<file path="config.mk">
export PLATFORM = sky130hd
export DESIGN_NAME = exp_bit_scanner_flat
export DESIGN_NICKNAME = d
export VERILOG_FILES = /design/src/rtl/exp_bit_scanner_if.sv /design/src/rtl/exp_bit_scanner.sv /design/src/flat_wrapper.sv
export SDC_FILE = /design/constraint.sdc
export NUM_CORES = 1
export LEC_CHECK = 0
export CORE_MARGIN = 5
export CORE_UTILIZATION = 38
export DETAILED_ROUTE_END_ITERATION = 6
export PLACE_DENSITY = 0.57
export SKIP_CTS_REPAIR_TIMING = 1
export SLEW_MARGIN = 10
export SYNTH_ARGS = -nofsm -noshare
export SYNTH_HDL_FRONTEND = slang
export SYNTH_SLANG_ARGS = --single-unit
</file>
<file path="constraint.sdc">
create_clock -name clock -period 3.57 [get_ports clock]
set_input_delay 0.5355 -clock clock [delete_from_list [all_inputs] [get_ports clock]]
set_output_delay 0.5355 -clock clock [all_outputs]
set_load 0.01 [all_outputs]
</file>
<file path="src/rtl/exp_bit_scanner_if.sv">
`default_nettype none
// ============================================================================
// Module   : exp_bit_scanner_if
// Brief    : Exponent ROM port and serial bit-stream handshake bundle.
// Revision : 1.0 - initial release
// ============================================================================
interface exp_bit_scanner_if #(
    parameter int ADDR_WIDTH = 7,
    parameter int DATA_WIDTH = 32
);
    logic [ADDR_WIDTH-1:0] mem_addr;
    logic [DATA_WIDTH-1:0] mem_q;
    logic                  bit_valid;
    logic                  bit_ready;
    logic                  bit_out;
    logic                  bit_first;
    logic                  bit_last;

    modport master (
        output mem_addr,
        input  mem_q,
        output bit_valid,
        input  bit_ready,
        output bit_out,
        output bit_first,
        output bit_last
    );

    modport slave (
        input  mem_addr,
        output mem_q,
        input  bit_valid,
        output bit_ready,
        input  bit_out,
        input  bit_first,
        input  bit_last
    );
endinterface
`default_nettype wire

</file>
<file path="src/rtl/exp_bit_scanner.sv">
`default_nettype none
// ============================================================================
// Module   : exp_bit_scanner
// Brief    : Reads exponent words MSW-first from a 2-cycle ROM and serializes
//            them MSB-first onto a valid/ready bit stream, optionally
//            discarding leading zeros.
// Revision : 1.0 - initial release
// ============================================================================
module exp_bit_scanner #(
    parameter int ADDR_WIDTH = 7,
    parameter int DATA_WIDTH = 32,
    parameter int TOTAL_ADDR = 128
) (
    input  logic              clock,
    input  logic              resetn,
    input  logic              start,
    input  logic              skip_lz,
    input  logic              abort,
    output logic              busy,
    output logic              done,
    output logic              zero_exp,
    exp_bit_scanner_if.master bus
);

    localparam int                    c_BIT_W    = $clog2(DATA_WIDTH);
    localparam logic [ADDR_WIDTH-1:0] c_TOP_WORD = ADDR_WIDTH'(TOTAL_ADDR - 1);
    localparam logic [c_BIT_W-1:0]    c_TOP_BIT  = c_BIT_W'(DATA_WIDTH - 1);

    typedef enum logic [1:0] {
        S_IDLE   = 2'd0,
        S_FILL   = 2'd1,
        S_STREAM = 2'd2,
        S_DRAIN  = 2'd3
    } state_t;

    state_t                r_state;
    state_t                w_state_next;

    logic [ADDR_WIDTH-1:0] r_mem_addr;
    logic [ADDR_WIDTH-1:0] r_word;
    logic [c_BIT_W-1:0]    r_bit;
    logic [DATA_WIDTH-1:0] r_shift;
    logic [DATA_WIDTH-1:0] r_buf;
    logic                  r_issue;
    logic [1:0]            r_q_pipe;
    logic                  r_skipping;
    logic                  r_first;
    logic                  r_zero_exp;

    logic                  w_stream;
    logic                  w_cur;
    logic                  w_emit;
    logic                  w_skip;
    logic                  w_consume;
    logic                  w_final;
    logic                  w_word_end;

    assign w_stream   = (r_state == S_STREAM);
    assign w_cur      = r_shift[DATA_WIDTH-1];
    // While skipping, a 1 at the shifter head stops the skip and becomes the first emitted bit
    assign w_emit     = w_stream && (!r_skipping || w_cur);
    assign w_skip     = w_stream && r_skipping && !w_cur;
    assign w_consume  = (w_emit && bus.bit_ready) || w_skip;
    assign w_word_end = (r_bit == '0);
    assign w_final    = w_word_end && (r_word == '0);

    assign bus.mem_addr  = r_mem_addr;
    assign bus.bit_valid = w_emit;
    assign bus.bit_out   = w_stream && w_cur;
    assign bus.bit_first = w_emit && r_first;
    assign bus.bit_last  = w_emit && w_final;
    assign zero_exp      = r_zero_exp;

    always_ff @(posedge clock or negedge resetn) begin
        if (!resetn) begin
            r_state <= S_IDLE;
        end else begin
            r_state <= w_state_next;
        end
    end

    always_comb begin
        w_state_next = r_state;
        busy         = 1'b0;
        done         = 1'b0;
        case (r_state)
            S_IDLE: begin
                if (start) begin
                    w_state_next = S_FILL;
                end
            end
            S_FILL: begin
                busy = 1'b1;
                if (r_q_pipe[1]) begin
                    w_state_next = S_STREAM;
                end
            end
            S_STREAM: begin
                busy = 1'b1;
                if (w_consume && w_final) begin
                    w_state_next = S_DRAIN;
                end
            end
            S_DRAIN: begin
                done         = 1'b1;
                w_state_next = S_IDLE;
            end
            default: begin
                w_state_next = S_IDLE;
            end
        endcase
        if (abort) begin
            w_state_next = S_IDLE;
        end
    end

    // r_issue marks the cycle a fresh address sits on mem_addr; r_q_pipe[1] is its data-valid cycle
    always_ff @(posedge clock or negedge resetn) begin
        if (!resetn) begin
            r_mem_addr <= '0;
            r_word     <= '0;
            r_bit      <= '0;
            r_shift    <= '0;
            r_buf      <= '0;
            r_issue    <= 1'b0;
            r_q_pipe   <= '0;
            r_skipping <= 1'b0;
            r_first    <= 1'b0;
            r_zero_exp <= 1'b0;
        end else begin
            r_issue  <= 1'b0;
            r_q_pipe <= {r_q_pipe[0], r_issue};
            if (abort) begin
                r_q_pipe <= '0;
            end else begin
                case (r_state)
                    S_IDLE: begin
                        if (start) begin
                            r_mem_addr <= c_TOP_WORD;
                            r_issue    <= 1'b1;
                            r_word     <= c_TOP_WORD;
                            r_skipping <= skip_lz;
                            r_first    <= 1'b1;
                            r_zero_exp <= 1'b0;
                        end
                    end
                    S_FILL: begin
                        if (r_q_pipe[1]) begin
                            r_shift <= bus.mem_q;
                            r_bit   <= c_TOP_BIT;
                            if (r_word != '0) begin
                                r_mem_addr <= r_word - 1'b1;
                                r_issue    <= 1'b1;
                            end
                        end
                    end
                    S_STREAM: begin
                        if (r_q_pipe[1]) begin
                            r_buf <= bus.mem_q;
                        end
                        if (w_consume) begin
                            if (w_emit) begin
                                r_first    <= 1'b0;
                                r_skipping <= 1'b0;
                            end
                            if (w_final) begin
                                r_zero_exp <= w_skip;
                            end else if (w_word_end) begin
                                // Prefetched word may arrive in this very cycle, so bypass the buffer
                                r_shift <= r_q_pipe[1] ? bus.mem_q : r_buf;
                                r_bit   <= c_TOP_BIT;
                                r_word  <= r_word - 1'b1;
                                if (r_word != ADDR_WIDTH'(1)) begin
                                    r_mem_addr <= r_word - ADDR_WIDTH'(2);
                                    r_issue    <= 1'b1;
                                end
                            end else begin
                                r_shift <= r_shift << 1;
                                r_bit   <= r_bit - 1'b1;
                            end
                        end
                    end
                    default: begin
                    end
                endcase
            end
        end
    end

endmodule
`default_nettype wire
</file>
<file path="src/flat_wrapper.sv">
// flat-port wrapper written by rule: the top's interface ports become plain ports
module exp_bit_scanner_flat 
#(
    parameter int ADDR_WIDTH = 7,
    parameter int DATA_WIDTH = 32,
    parameter int TOTAL_ADDR = 128
)
  (clock, resetn, start, skip_lz, abort, busy, done, zero_exp, bus_mem_addr, bus_mem_q, bus_bit_valid, bus_bit_ready, bus_bit_out, bus_bit_first, bus_bit_last);
  exp_bit_scanner_if #(.ADDR_WIDTH(ADDR_WIDTH), .DATA_WIDTH(DATA_WIDTH)) bus_i ();
  input  logic clock;
  input  logic resetn;
  input  logic start;
  input  logic skip_lz;
  input  logic abort;
  output logic busy;
  output logic done;
  output logic zero_exp;
  output wire logic [$bits(bus_i.mem_addr)-1:0] bus_mem_addr;
  input wire logic [$bits(bus_i.mem_q)-1:0] bus_mem_q;
  output wire logic [$bits(bus_i.bit_valid)-1:0] bus_bit_valid;
  input wire logic [$bits(bus_i.bit_ready)-1:0] bus_bit_ready;
  output wire logic [$bits(bus_i.bit_out)-1:0] bus_bit_out;
  output wire logic [$bits(bus_i.bit_first)-1:0] bus_bit_first;
  output wire logic [$bits(bus_i.bit_last)-1:0] bus_bit_last;
  assign bus_mem_addr = bus_i.mem_addr;
  assign bus_i.mem_q = bus_mem_q;
  assign bus_bit_valid = bus_i.bit_valid;
  assign bus_i.bit_ready = bus_bit_ready;
  assign bus_bit_out = bus_i.bit_out;
  assign bus_bit_first = bus_i.bit_first;
  assign bus_bit_last = bus_i.bit_last;
  exp_bit_scanner #(.ADDR_WIDTH(ADDR_WIDTH), .DATA_WIDTH(DATA_WIDTH), .TOTAL_ADDR(TOTAL_ADDR)) u_core (.clock(clock), .resetn(resetn), .start(start), .skip_lz(skip_lz), .abort(abort), .busy(busy), .done(done), .zero_exp(zero_exp), .bus(bus_i));
endmodule
</file>
# Yosys cells after proc, flatten, opt, wreduce, memory -nomap -nowiden
# Index checks and enable logic that the tools add are counted.
# classes
n_addsub	3
n_mul	0
div	0
order_cmp	0
eq_ne	16
n_shift	0
n_mux	50
n_bitwise	1
reduce_logical	28
# op_table
operator	count
$mux 32	5
$mux 7	10
$pmux 32 s2	1
$pmux 7 s3	1
$mux 5	4
$mux 1	17
$reduce_and 5->1	3
$ne 2x2->1 const B	7
$pmux 7 s2	1
$mux 2	5
$pmux 5 s2	1
$logic_and 1x1->1	9
$reduce_and 9->1	1
$pmux 2 s4	1
$logic_not 7->1	1
$ne 7x1->1 const B	1
$reduce_bool 7->1	1
$sub 7x1->7 const B	1
$sub 7x2->7 const B	1
$ne 3x3->1 const B	2
$pmux 1 s2	3
$reduce_and 6->1	1
$logic_not 5->1	1
$sub 5x1->5 const B	1
other kinds (14)	19
# word_totals
regBits	91
latch_bits	0
ramBits	0
mem_bits_ro	0
input_bits	38
out_inout_bits	14
word_cells	109
mem_count	0

# Longest topological paths before layout
# depth
word_depth	9
depth_mapped	9
depth_no_buf	6

# Worst setup path after synthesis
# OpenSTA, ideal clock, no wires.
# synth_path
kind	register to register
start	register u_core.r_state[0]
end	register u_core.r_word[5]
setup_ps	123
arrival_ps	2205
required_time_ps	3447
path_slack_ps	1242
stages_incl_launch_ff	8
n_path_buf	1
period_less_slack_ps	2328
cell_sequence	dfrtp_1 > inv_1 > ha_1 > buf_2 > nor2b_1 > a2111oi_0 > nand3_1 > o221a_2
# synth_between
elab_chain_cells	6
word_cells_on_any_way	14
classes_between	eq/ne (5); mux (1); reduce/logical (8)
# synth_rtl
element	line	rtl
start: declaration	exp_bit_scanner.sv:36	state_t r_state;
start signal: assignment	exp_bit_scanner.sv:78	r_state <= w_state_next;
$eq 2x2->1	exp_bit_scanner.sv:58, exp_bit_scanner.sv:136	
$logic_and 1x1->1 (on tied branches)	exp_bit_scanner.sv:61, exp_bit_scanner.sv:62	
$logic_and 1x1->1 (on tied branches)	exp_bit_scanner.sv:63, exp_bit_scanner.sv:62	
$logic_or 1x1->1	exp_bit_scanner.sv:63	assign w_consume = (w_emit && bus.bit_ready) || w_skip;
$ne 2x2->1 (no line)	--	
$reduce_and 6->1 (no line)	--	
end signal: assignment	exp_bit_scanner.sv:141	r_word <= c_TOP_WORD;
end signal: assignment	exp_bit_scanner.sv:172	r_word <= r_word - 1'b1;
end: declaration	exp_bit_scanner.sv:40	logic [ADDR_WIDTH-1:0] r_word;
# Parallel ways exist; a longest one is shown, timed or not.
# A chain may end at the register's enable or synchronous reset.

# Worst setup path after layout
# layout_path
start	register u_core.r_word[2]
end	output bus_bit_last
# layout_between
elab_chain_cells	3
# layout_rtl
element	line	rtl
$logic_not 7->1	exp_bit_scanner.sv:65	assign w_final = w_word_end && (r_word == '0);
$logic_and 1x1->1	exp_bit_scanner.sv:65	
$logic_and 1x1->1	exp_bit_scanner.sv:71	assign bus.bit_last = w_emit && w_final;
end: declaration	flat_wrapper.sv:24	output wire logic [$bits(bus_i.bit_last)-1:0] bus_bit_last;
# No other way between the ends.

==> impl_metrics.py <==
metrics = {
    "clock_network": {
        "path_clk_slew_ns": 0.06,
        "cts_tree": "done",
        "h-tree-depth": 3,
        "clock-root-buffer": "clkbuf_16",
        "cts_sinks": 91,
        "clkLatencyLatePin_ns": 0.35,
        "numCtsBuffers": 9,
        "clockBufferDepth": 2,
    },
    "synth": {
        "ys_warn_count": 0,
        "synth_cell_types": 57,
        "synth_cells": 525,
        "async_flop_share_pct": 100,
        "ys.flop_type": "dfrtp_1",
        "syn-cell-area_um2": 5050,
        "ys_seq_area_share_pct": 45.1,
        "ys_ff_latch": 91,
        "syn_avg_cell_area_um2": 9.62,
        "syn-num-nets": 573,
        "synth-edff-count": 0,
    },
    "power_and_ir_drop": {
        "powerDensity_nw_per_um2": 685,
        "power.leakage_nw": 2.56,
        "ir_drop_uv": 395,
    },
    "setup_path": {
        "startpoint": "u_core.r_word[2]$_DFFE_PN0P_",
        "crit_end": "bus_bit_last",
        "worst_r2r_path_depth": 7,
        "arrival_ns": 2.69,
        "timing.rr.end": "u_core.r_shift[26]$_DFFE_PN0P_",
        "crit_type": "reg -> out",
        "worst_setup_path_start_kind": "flop",
        "cp-end-kind": "primary output",
        "regToRegSetupSlack_ns": 0.88,
        "crit_required_ns": 3.03,
        "crit_fanout": 9,
        "r2r-start": "u_core.r_state[0]$_DFFE_PN0P_",
    },
    "final_layout": {
        "nFillCells": 1283,
        "layout-drive-gt1-share_pct": 14.0,
        "final_util_pct": 45.9,
        "nNetsFinal": 606,
        "diodes": 0,
        "syn_to_final_growth_pct": 19.4,
    },
    "route": {
        "ant_nets": 0,
        "routed_via_density": 5.62,
        "num_vias": 4152,
        "first_pass_iters": 5,
        "routedWlPerCell_um": 17.1,
        "routed_wl_mm": 12.6,
        "drt_iter0_drc": 229,
        "drcViolationCount": 0,
    },
    "global_route": {
        "antenna_found_initial": 0,
        "grt_util_all_layers_pct": 16.4,
        "busiest_layer": "met2",
        "grtUsageMet1_pct": 21.2,
        "gr-usage-met2_pct": 27.2,
        "grt_max_degree": 76,
        "use_met3_pct": 4.43,
        "gr-total-overflow": 0,
        "grt_pass1_vias": 4199,
        "grt_pass1_wl_mm": 21.1,
    },
    "die": {
        "fp.dieH_um": 125,
        "dieArea_um2": 15700,
        "die_w_um": 125,
        "io_pins": 52,
        "fp-row-count": 42,
        "start_util_pct": 38.4,
        "core_area_um2": 13100,
    },
    "sta": {
        "fin_skew_ns": 0.00901,
        "slew_violations": 0,
        "period_share_pct": 90.4,
        "fmax_mhz": 310,
        "relSlewSlack_pct": 35.2,
        "tightest_slew_ns": 0.972,
        "setup_viol": 0,
        "period_needed_ns": 3.23,
        "hold_viol": 0,
        "timing.setup.tns_ns": 0,
        "grt_setup_unrepaired": "false",
    },
    "placement": {
        "place_hpwl_mm": 8.12,
        "port_buffers": 51,
        "routabilityCongestion": 0.872,
    },
    "run_status": {
        "outcome": "completed",
    },
    "run": {
        "cap_violations": 0,
    },
    "min_path": {
        "hp-class": "in -> async",
    },
}
## state kept, by name, summed over array words and instances, names as in the netlist
register,count
u_core.r_state,2
u_core.r_bit,5
u_core.r_shift,32
u_core.r_first,1
u_core.r_buf,32
u_core.r_issue,1
u_core.bus.mem_addr,7
u_core.r_skipping,1
u_core.r_q_pipe,2
u_core.zero_exp,1
u_core.r_word,7
## how the worst min path moves through the flow
stage,start,to,cells past startpoint
6_report,resetn,u_core.bus.mem_addr[4]$_DFFE_PN0P_,1
5_1_grt,resetn,u_core.bus.mem_addr[0]$_DFFE_PN0P_,1
4_1_cts,resetn,u_core.r_buf[25]$_DFFE_PN0P_,1
3_5_place_dp,u_core.r_issue$_DFF_PN0_,u_core.r_q_pipe[0]$_DFF_PN0_,1
3_3_place_gp,u_core.r_issue$_DFF_PN0_,u_core.r_q_pipe[0]$_DFF_PN0_,1
2_1_floorplan,resetn,u_core.bus.mem_addr[0]$_DFFE_PN0P_,0
## routing by layer
layer,share of wire (%),wire length [um]
met2,48,6080
met5,0,0
met1,46,5860
met3,4.0,508
met4,1.4,172
## cells in the final DEF, fill, tap and decap left out, types with 9 or more instances in the layout
master / Yosys / final
nor3_1: 36 / 36
buf_4: 0 / 13
nor2_1: 72 / 72
o21a_1: 31 / 31
o31ai_1: 35 / 35
inv_1: 13 / 13
o21ai_0: 40 / 40
mux2_2: 38 / 38
clkdlybuf4s50_1: 0 / 50
dfrtp_1: 91 / 91
nand2_1: 14 / 14
a21oi_1: 10 / 9
ha_1: 10 / 9
clkbuf_16: 0 / 9
## per-stage QoR
stage | hold slack [ns] | instances | total power [mW] | worst slack (ns) | cell area [um2]
2_1_floorplan | 0.240 | 525 | 2.68 | 1.24 | 5050
3_3_place_gp | 0.452 | 723 | 3.17 | 0.753 | 5730
3_5_place_dp | 0.455 | 723 | 3.20 | 0.719 | 5730
4_1_cts | 0.389 | 739 | 4.17 | 0.336 | 6030
5_1_grt | 0.443 | 739 | 4.43 | 0.205 | 6030
6_report | 0.349 | 739 | 4.13 | 0.344 | 6030
## cell families after synthesis
family          share of synthesized area [%]
simple gates                             16.3
compound gates                           22.5
flops                                    45.1
buf+inv                                  4.34
mux                                      9.07
fa+ha+maj                                2.48
xor+xnor                                0.173
## layout make-up
class	count	area, um2	share of cell area (%)
flip-flops and latches	91	2280	37.8
clock buffers	13	270	4.48
repair buffers	64	618	10.3
multi-input cells	379	2570	42.6
inverters	13	48.8	0.809
clock inverters	3	28.8	0.477
well taps	176	220	3.65
## critical path: stages, from the launching register on
cell and delay (ns):
dfrtp_1 0.47, or4_1 0.71, nor2_1 0.40, and3_1 0.22
clkdlybuf4s50_1 0.54
## power breakdown
group,total (mW),internal [mW],switching (mW)
clock network,0.946,0.538,0.408
registers,1.60,1.38,0.216
logic,1.58,0.717,0.867
total,4.13,2.64,1.49
## cells in the mapped netlist (3+ instances only)
library cell	n	area, um2
o31ai_1	35	263
nor2_1	72	270
a31oi_1	7	43.8
dfrtp_1	91	2280
o41ai_1	5	43.8
o21ai_0	40	200
and3_1	3	18.8
o211ai_1	3	22.5
a21oi_1	10	50.1
a21o_1	3	22.5
mux2i_1	3	30.0
mux2_2	38	428
nand2b_1	6	37.5
nor3_1	36	180
ha_1	10	125
clkbuf_1	30	113
a22o_1	3	26.3
or3_1	3	18.8
nand2_1	14	52.6
o21a_1	31	233
inv_1	13	48.8
nand3_1	7	35.0
nor2b_1	8	50.1
buf_2	8	40.0
nand4_1	4	25.0
No activity file was read; power rests on OpenSTA's default activity.
